## config.mk

```make
export PLATFORM = sky130hd
export DESIGN_NAME = i2c_xlate_master
export DESIGN_NICKNAME = d
export VERILOG_FILES = /design/src/rtl/i2c_xlate_master.sv
export SDC_FILE = /design/constraint.sdc
export NUM_CORES = 1
export LEC_CHECK = 0
export ABC_AREA = 0
export ABC_CLOCK_PERIOD_IN_PS = 4800
export BUFFER_PORTS_ARGS = -buffer_cell sky130_fd_sc_hd__buf_2
export CORE_ASPECT_RATIO = 1.75
export CORE_UTILIZATION = 52
export CTS_CLUSTER_DIAMETER = 100
export CTS_CLUSTER_SIZE = 12
export DETAILED_ROUTE_END_ITERATION = 6
export PLACE_DENSITY = 0.72
export REMOVE_ABC_BUFFERS = 1
export SLEW_MARGIN = 40
export SYNTH_ARGS = -nofsm -noshare
export SYNTH_HDL_FRONTEND = slang
export SYNTH_SLANG_ARGS = --single-unit
```

## constraint.sdc

```tcl
create_clock -name clk -period 4.8 [get_ports clk]
set_input_delay 1.44 -clock clk [delete_from_list [all_inputs] [get_ports clk]]
set_output_delay 1.44 -clock clk [all_outputs]
set_load 0.03 [all_outputs]
```

## src/rtl/i2c_xlate_master.sv

```systemverilog
// I2C master with a programmable logical-to-physical slave address table.
// Define I2C_XLATE_PASSTHRU_EN to send unmapped addresses to the bus unchanged.
module i2c_xlate_master #(
  parameter  int unsigned CLK_DIV = 4,
  parameter  int unsigned NUM_MAP = 4,
  localparam int unsigned IW      = (NUM_MAP > 1) ? $clog2(NUM_MAP) : 1
) (
  input  logic          clk,
  input  logic          areset,
  input  logic          map_we,
  input  logic [IW-1:0] map_idx,
  input  logic [6:0]    map_log,
  input  logic [6:0]    map_phy,
  input  logic          enable,
  input  logic          rw,
  input  logic [6:0]    addr,
  input  logic [7:0]    len,
  input  logic [7:0]    data_in,
  output logic          data_req,
  output logic [7:0]    data_out,
  output logic          data_valid,
  output logic          busy,
  output logic          done,
  output logic          nack,
  output logic          xlate_err,
  output logic          scl_o,
  output logic          sda_o,
  input  logic          sda_i
);

  localparam int unsigned TW = (CLK_DIV > 1) ? $clog2(CLK_DIV) : 1;
  localparam logic [IW:0] NUM_MAP_W = (IW + 1)'(NUM_MAP);

  typedef enum logic [3:0] {
    S_IDLE, S_LOOKUP, S_START, S_ADDR, S_AACK,
    S_WDATA, S_WACK, S_RDATA, S_MACK, S_STOP
  } state_t;

  state_t        state_q, state_d;
  logic [TW-1:0] tick_q, tick_d;
  logic [1:0]    phase_q, phase_d;
  logic [2:0]    bit_q, bit_d;
  logic [7:0]    shift_q, shift_d;
  logic          rw_q, rw_d;
  logic [6:0]    addr_q, addr_d;
  logic [7:0]    len_q, len_d;
  logic [6:0]    phys_q, phys_d;
  logic          ack_q, ack_d;
  logic          nack_q, nack_d;
  logic          busy_q, busy_d;
  logic          done_q, done_d;
  logic          data_req_q, data_req_d;
  logic          data_valid_q, data_valid_d;
  logic [7:0]    data_out_q, data_out_d;
  logic          xlate_err_q, xlate_err_d;
  logic          scl_q, scl_d;
  logic          sda_q, sda_d;

  logic [NUM_MAP-1:0] map_v_q;
  logic [6:0]         map_log_q [NUM_MAP];
  logic [6:0]         map_phy_q [NUM_MAP];

  logic       hit;
  logic [6:0] hit_phy;
  logic       tick_last, bit_end, sample, map_wr;

  assign map_wr    = map_we && ({1'b0, map_idx} < NUM_MAP_W);
  assign tick_last = (tick_q == TW'(CLK_DIV - 1));
  assign bit_end   = tick_last && (phase_q == 2'd3);
  assign sample    = tick_last && (phase_q == 2'd2);

  // Lowest valid matching index wins; reads registered table, so a same-cycle write is not seen.
  always_comb begin
    hit     = 1'b0;
    hit_phy = '0;
    for (int unsigned i = 0; i < NUM_MAP; i++) begin
      if (!hit && map_v_q[i] && (map_log_q[i] == addr_q)) begin
        hit     = 1'b1;
        hit_phy = map_phy_q[i];
      end
    end
  end

  always_comb begin
    state_d      = state_q;
    tick_d       = tick_q;
    phase_d      = phase_q;
    bit_d        = bit_q;
    shift_d      = shift_q;
    rw_d         = rw_q;
    addr_d       = addr_q;
    len_d        = len_q;
    phys_d       = phys_q;
    ack_d        = ack_q;
    nack_d       = nack_q;
    busy_d       = busy_q;
    data_out_d   = data_out_q;
    done_d       = 1'b0;
    data_req_d   = 1'b0;
    data_valid_d = 1'b0;
    xlate_err_d  = 1'b0;
    scl_d        = 1'b1;
    sda_d        = 1'b1;

    if ((state_q != S_IDLE) && (state_q != S_LOOKUP)) begin
      if (tick_last) begin
        tick_d  = '0;
        phase_d = phase_q + 2'd1;
      end else begin
        tick_d = tick_q + TW'(1);
      end
    end

    case (state_q)
      S_IDLE: begin
        if (enable) begin
          rw_d    = rw;
          addr_d  = addr;
          len_d   = len;
          nack_d  = 1'b0;
          busy_d  = 1'b1;
          state_d = S_LOOKUP;
        end
      end
      S_LOOKUP: begin
        tick_d  = '0;
        phase_d = '0;
        if (hit) begin
          phys_d  = hit_phy;
          state_d = S_START;
        end else begin
`ifdef I2C_XLATE_PASSTHRU_EN
          phys_d  = addr_q;
          state_d = S_START;
`else
          xlate_err_d = 1'b1;
          done_d      = 1'b1;
          busy_d      = 1'b0;
          state_d     = S_IDLE;
`endif
        end
      end
      S_START: begin
        if (bit_end) begin
          shift_d = {phys_q, rw_q};
          bit_d   = '0;
          state_d = S_ADDR;
        end
      end
      S_ADDR, S_WDATA: begin
        if (data_req_q) shift_d = data_in;
        if (bit_end) begin
          shift_d = {shift_q[6:0], 1'b0};
          if (bit_q == 3'd7) begin
            bit_d   = '0;
            state_d = (state_q == S_ADDR) ? S_AACK : S_WACK;
          end else begin
            bit_d = bit_q + 3'd1;
          end
        end
      end
      S_AACK, S_WACK: begin
        if (sample) ack_d = sda_i;
        if (bit_end) begin
          if (ack_q) begin
            nack_d  = 1'b1;
            state_d = S_STOP;
          end else if (state_q == S_AACK) begin
            if (len_q == '0) begin
              state_d = S_STOP;
            end else if (rw_q) begin
              state_d = S_RDATA;
            end else begin
              data_req_d = 1'b1;
              state_d    = S_WDATA;
            end
          end else begin
            len_d = len_q - 8'd1;
            if (len_q == 8'd1) begin
              state_d = S_STOP;
            end else begin
              data_req_d = 1'b1;
              state_d    = S_WDATA;
            end
          end
        end
      end
      S_RDATA: begin
        if (sample) shift_d = {shift_q[6:0], sda_i};
        if (bit_end) begin
          if (bit_q == 3'd7) begin
            data_out_d   = shift_q;
            data_valid_d = 1'b1;
            len_d        = len_q - 8'd1;
            bit_d        = '0;
            state_d      = S_MACK;
          end else begin
            bit_d = bit_q + 3'd1;
          end
        end
      end
      S_MACK: begin
        if (bit_end) state_d = (len_q == '0) ? S_STOP : S_RDATA;
      end
      S_STOP: begin
        if (bit_end) begin
          done_d  = 1'b1;
          busy_d  = 1'b0;
          state_d = S_IDLE;
        end
      end
      default: state_d = S_IDLE;
    endcase

    // Pad levels follow the upcoming state/phase so they register in step with it.
    case (state_d)
      S_START: begin
        scl_d = (phase_d != 2'd3);
        sda_d = !phase_d[1];
      end
      S_ADDR, S_WDATA: begin
        scl_d = ^phase_d;
        sda_d = shift_d[7];
      end
      S_AACK, S_WACK, S_RDATA: scl_d = ^phase_d;
      S_MACK: begin
        scl_d = ^phase_d;
        sda_d = (len_d == '0);
      end
      S_STOP: begin
        scl_d = (phase_d != 2'd0);
        sda_d = phase_d[1];
      end
      default: ;
    endcase
  end

  always_ff @(posedge clk or negedge areset) begin
    if (!areset) begin
      state_q      <= S_IDLE;
      tick_q       <= '0;
      phase_q      <= '0;
      bit_q        <= '0;
      shift_q      <= '0;
      rw_q         <= 1'b0;
      addr_q       <= '0;
      len_q        <= '0;
      phys_q       <= '0;
      ack_q        <= 1'b1;
      nack_q       <= 1'b0;
      busy_q       <= 1'b0;
      done_q       <= 1'b0;
      data_req_q   <= 1'b0;
      data_valid_q <= 1'b0;
      data_out_q   <= '0;
      xlate_err_q  <= 1'b0;
      scl_q        <= 1'b1;
      sda_q        <= 1'b1;
      map_v_q      <= '0;
    end else begin
      state_q      <= state_d;
      tick_q       <= tick_d;
      phase_q      <= phase_d;
      bit_q        <= bit_d;
      shift_q      <= shift_d;
      rw_q         <= rw_d;
      addr_q       <= addr_d;
      len_q        <= len_d;
      phys_q       <= phys_d;
      ack_q        <= ack_d;
      nack_q       <= nack_d;
      busy_q       <= busy_d;
      done_q       <= done_d;
      data_req_q   <= data_req_d;
      data_valid_q <= data_valid_d;
      data_out_q   <= data_out_d;
      xlate_err_q  <= xlate_err_d;
      scl_q        <= scl_d;
      sda_q        <= sda_d;
      if (map_wr) map_v_q[map_idx] <= 1'b1;
    end
  end

  always_ff @(posedge clk) begin
    if (map_wr) begin
      map_log_q[map_idx] <= map_log;
      map_phy_q[map_idx] <= map_phy;
    end
  end

  assign data_req   = data_req_q;
  assign data_out   = data_out_q;
  assign data_valid = data_valid_q;
  assign busy       = busy_q;
  assign done       = done_q;
  assign nack       = nack_q;
  assign xlate_err  = xlate_err_q;
  assign scl_o      = scl_q;
  assign sda_o      = sda_q;

endmodule
```

Word-level counts from Yosys, hierarchy flattened
Memories as Yosys holds them, arrays and structs flattened.
Cells that the tools add are included.
Word-level totals
  bits in registers: 63
  bits in writable memories: 56
  input port bits: 45
  output and inout port bits: 16
  logic and storage cells: 182
  memories kept: 2
Cells by class
  add/subtract/negate cells: 4
  order comparisons: 2
  equal/unequal tests: 37
  mux-type cells: 76
  bitwise gates (word level): 1
  reductions and logical operators: 39
Memories
  map_log_q: words 4, width 7, rd ports 4, clocked after memory_dff 0, write ports 1, RTL line 60  | logic [6:0] map_log_q [NUM_MAP];
  map_phy_q: words 4, width 7, rd ports 4, clocked after memory_dff 0, write ports 1, RTL line 61  | logic [6:0] map_phy_q [NUM_MAP];
Operators by type and width (count)
  8-bit two-way mux: 10
  4-bit two-way mux: 14
  8-bit case mux with 3 select lines: 2
  4-bit by 3-bit equality test with 1-bit output, second input constant: 8
  4-bit case mux with 8 select lines: 1
  7-bit equality test: 4
  7-bit two-way mux: 4
  1-bit two-way mux: 26
  2-bit two-way mux: 9
  4-bit by 2-bit equality test with 1-bit output, second input constant: 4
  4-bit equality test, second input constant: 4
  8-bit zero test: 2
  2-bit != test, second input constant: 8
  4-bit AND reduction: 3
  1-bit logical AND: 11
  3-bit two-way mux: 3
  8-bit by 1-bit equality test with 1-bit output, second input constant: 1
  2-bit nonzero test: 4
  8-bit by 1-bit subtractor with 8-bit output, second input constant: 1
  2-bit equality test, second input constant: 3
  1-bit case mux with 3 select lines: 2
  3-bit case mux with 2 select lines: 1
  2-bit AND reduction: 3
  3-bit AND reduction: 2
  other kinds (21): 29

Logic depth before layout (Yosys ltp)
An unclocked memory read counts as a cell.
  depth after elaboration: 21
  mapped depth: 10
  mapped depth without buffers: 9

Worst setup path after synthesis
OpenSTA, ideal clock, no wires.
  path kind: input-to-reg
  start point: in map_idx[1]
  end point: mem map_log_q[0][0] (enable)
  setup time: 408 ps
  arrival time: 2581 ps
  required time: 4392 ps
  slack: 1811 ps
  cell stages on the path: 1
  path buffers: 0
  cell sequence: nor3b_1
RTL lines
  start, declared: RTL line 11  | input logic [IW-1:0] map_idx,
  end, declared: RTL line 60
Straight into the memory's write port.

Final worst setup path
  start point: in enable
  end point: reg sda_q, in the netlist sda_o
Between the ends
  elaborated cells on any way between the ends: 12
  classes of those cells: eq/ne: 5; mux: 5; reduce/logical: 2
RTL lines
  start, declared: RTL line 14  | input logic enable,
  8-bit two-way mux: RTL line 116  | if (enable) begin
  8-bit case mux with 3 select lines: RTL line 114  | case (state_q)
  via len_d[2]: RTL line 46  | logic [7:0] len_q, len_d;
  8-bit zero test: RTL line 228  | sda_d = (len_d == '0);
  1-bit case mux with 4 select lines: RTL line 216  | case (state_d)
  via sda_d: RTL line 57  | logic sda_q, sda_d;
  end signal, assigned: RTL line 258  | sda_q <= 1'b1;
  end signal, assigned: RTL line 279  | sda_q <= sda_d;
  end, declared: RTL line 57
The timed path passes the listed nets, and every way through them passes these cells.
A chain may end at the register's enable or synchronous reset.

==> run_results.csv <==
group,metric,value,unit
logic_synthesis,synthAdderAreaFrac,2.04,%
clock_tree,ctsResizeCount,0,
logic_synthesis,synthSimpleGateAreaFrac,16.7,%
cells_and_area,n_antenna_cell,0,
floorplanning,fp.coreArea,10300,sq um
global_routing,met2_usage,45.4,%
clock_tree,cts_root_buffer,"clkbuf_16",
sta,drv_slew,0,
global_routing,grt_antenna_before_repair,0,
clock_tree,cts.sinks,119,
routing,routed_via_density,5.93,
sta,fin_crit_sh,61.7,%
global_routing,grt_pass1_vias,4284,
sta,slew_headroom,40.2,%
clock_tree,clock_path_buffers,2,
critical_path,path_class,"input port to register",
cells_and_area,drive_above_1_share,22.8,%
critical_path,rrSetupSlack,1.86,ns
logic_synthesis,synth-seq-area-share,59.1,%
pwr,p_total,3.47,mW
logic_synthesis,ys_ff_latch,119,
pwr,ir_worst_vdd,0.000311,V
floorplanning,dieWidth,79.9,um
cells_and_area,final_cell_mix,"nand2_1, dfrtp_1, buf_2",
place,portBuffers,60,
critical_path,crit_start,"enable",
min_path,worstHoldStart,"map_v_q[1]",
logic_synthesis,syn_area_per_cell,11.4,sq um
pwr,leakage,2.69,nW
global_routing,track_usage,25.9,%
cells_and_area,final_core_util,63.6,%
clock_tree,clk-insertion-delay-late,0.41,ns
clock_tree,postCtsSetupRepairBufs,0,
sta,period_needed,2.96,ns
sta,finalSetupViolCount,0,
critical_path,reg2regPathDepth,8,
logic_synthesis,synth_mux_area_share,2.04,%
routing,vias,4049,
routing,route.detailed.drc,0,
sta,tightest_slew,0.890,ns
logic_synthesis,synth.distinct_cells,65,
routing,drtAntennaViolNets,0,
critical_path,required,5.14,ns
sta,finalHoldViolCount,0,
critical_path,critPathLaunchType,"input port",
place,dpl.hpwl,8940,um
min_path,min_to,"map_v_q[1]",
critical_path,reg2reg_to,"sda_o",
sta,fmax,338,MHz
clock_tree,numCtsBuffers,17,
logic_synthesis,synth_top_family_by_area,"simple AND/OR/NAND/NOR gates",
min_path,hold_path.class,"register to register",
cells_and_area,final_common_cell,"nand2_1",
floorplanning,floorplan.initialDensity,53.6,%
sta,setup_tns,0,ns
global_routing,grt_use_met3,6.40,%
clock_tree,cts_hold_buf,0,
routing,wire_per_inst,19.1,um
routing,first_iter_violations,353,
clock_tree,cts_tree,"done",
routing,wirelength,13000,um
floorplanning,io_pins,61,
sta,rsz0062_at_grt,"false",
floorplanning,die_area,11100,sq um
floorplanning,row_count,49,
floorplanning,fp.dieH,138,um
global_routing,grt_max_degree,45,
logic_synthesis,synth_edf_count,56,
logic_synthesis,yosys_warnings,0,
logic_synthesis,synth_xor_area_share,4.60,%
sta,hold_ws,0.474,ns
min_path,min_path_cells,1,
pwr,power_density,530,nW/um^2
critical_path,end_kind,"register",
critical_path,rr_startpoint,"tick_q[0]",
cells_and_area,nets,597,
logic_synthesis,synth_ff_type,"dfrtp_1",
run,drv_cap,0,
logic_synthesis,netlist_instances,484,
logic_synthesis,synth_area,5520,sq um
place,place_congestion,0.937,
logic_synthesis,synth_compound_area_share,12.5,%
global_routing,grt_pass1_wl,21300,um
logic_synthesis,async_flop_share,52.9,%
routing,firstDrtPassIters,5,
global_routing,grt.met1_usage,28.3,%
cells_and_area,area_growth,18.7,%
critical_path,critPathMaxFanout,9,
status,outcome,"complete, no violations",
clock_tree,path_clk_slew,0.05,ns
global_routing,top_usage_layer,"met2",
global_routing,grt-ovfl-total,0,
sta,finClkSkew,0.00866,ns
critical_path,crit_arrival,3.30,ns
clock_tree,ctsHtreeMaxLevel,4,
cell families after synthesis:
kind of cell / Yosys count
AND/OR/NAND/NOR: 181
flip-flops: 119
AO/OA/AOI/OAI: 97
buffers and inverters: 39
XOR/XNOR: 29
multiplexers: 10
adder cells (fa/ha/maj): 9
registers in the layout, summed over array words and instances (netlist names), 2 cells and up:
register,count
addr_q,7
bit_q,3
data_out,8
len_q,8
map_log_q,28
map_phy_q,28
map_v_q,4
phase_q,2
phys_q,7
shift_q,8
state_q,4
tick_q,2
stage by stage:
stage,instances,setup slack [ns],instance area [sq um]
floorplan,460,1.81,5410
global placement,651,1.63,5900
detailed placement,651,1.51,5920
CTS,683,1.87,6540
global route,683,1.68,6550
finish,683,1.84,6550
critical path, stage by stage:
cell	delay, ns
buf_2	0.11
nand2b_1	0.06
a221oi_1	0.29
nand3_1	0.31
o21ai_0	0.24
o311ai_0	0.24
or3_1	0.45
o211ai_2	0.17
layout make-up:
type	count	area, sq um
inverters	15	56.3
clock buffers	21	450
repair buffers	64	333
well taps	127	159
multi-input cells	326	2120
clock inverters	11	175
flip-flops and latches	119	3260
fillers	817	3750
how the worst max path moves through the flow:
| stage | end | slack, ns | cells past startpoint |
|---|---|---|---|
| final | sda_o | 1.84 | 8 |
| after global routing | sda_o | 1.68 | 8 |
| after CTS | sda_o | 1.87 | 7 |
| after detailed placement | sda_o | 1.51 | 8 |
| after global placement | sda_o | 1.63 | 8 |
| after floorplan | map_log_q[0][0] | 1.81 | 1 |
per-layer routing:
metal | up-vias | wire (um) | part of all wire [%]
li1 | 1898 | - | -
met1 | 1963 | 4810 | 37
met2 | 148 | 7150 | 55
met3 | 40 | 590 | 4.5
met4 | 0 | 477 | 3.7
met5 | - | 0 | 0
synth_stat cells, types with 10 or more instances:
cell type	number	area, sq um
nand2_1	71	267
dfrtp_1	60	1500
edfxtp_1	56	1680
nor2_1	29	109
a21oi_1	27	135
xnor2_1	22	193
o21ai_0	16	80.1
clkbuf_1	15	56.3
inv_1	15	56.3
nand3_1	14	70.1
mux2_2	10	113
power by group:
part	leakage (nW)	internal [mW]	switching, mW
logic	1.11	0.297	0.422
registers	1.28	1.23	0.191
clock network	0.297	0.884	0.451
No activity file was read; power rests on OpenSTA's default activity.
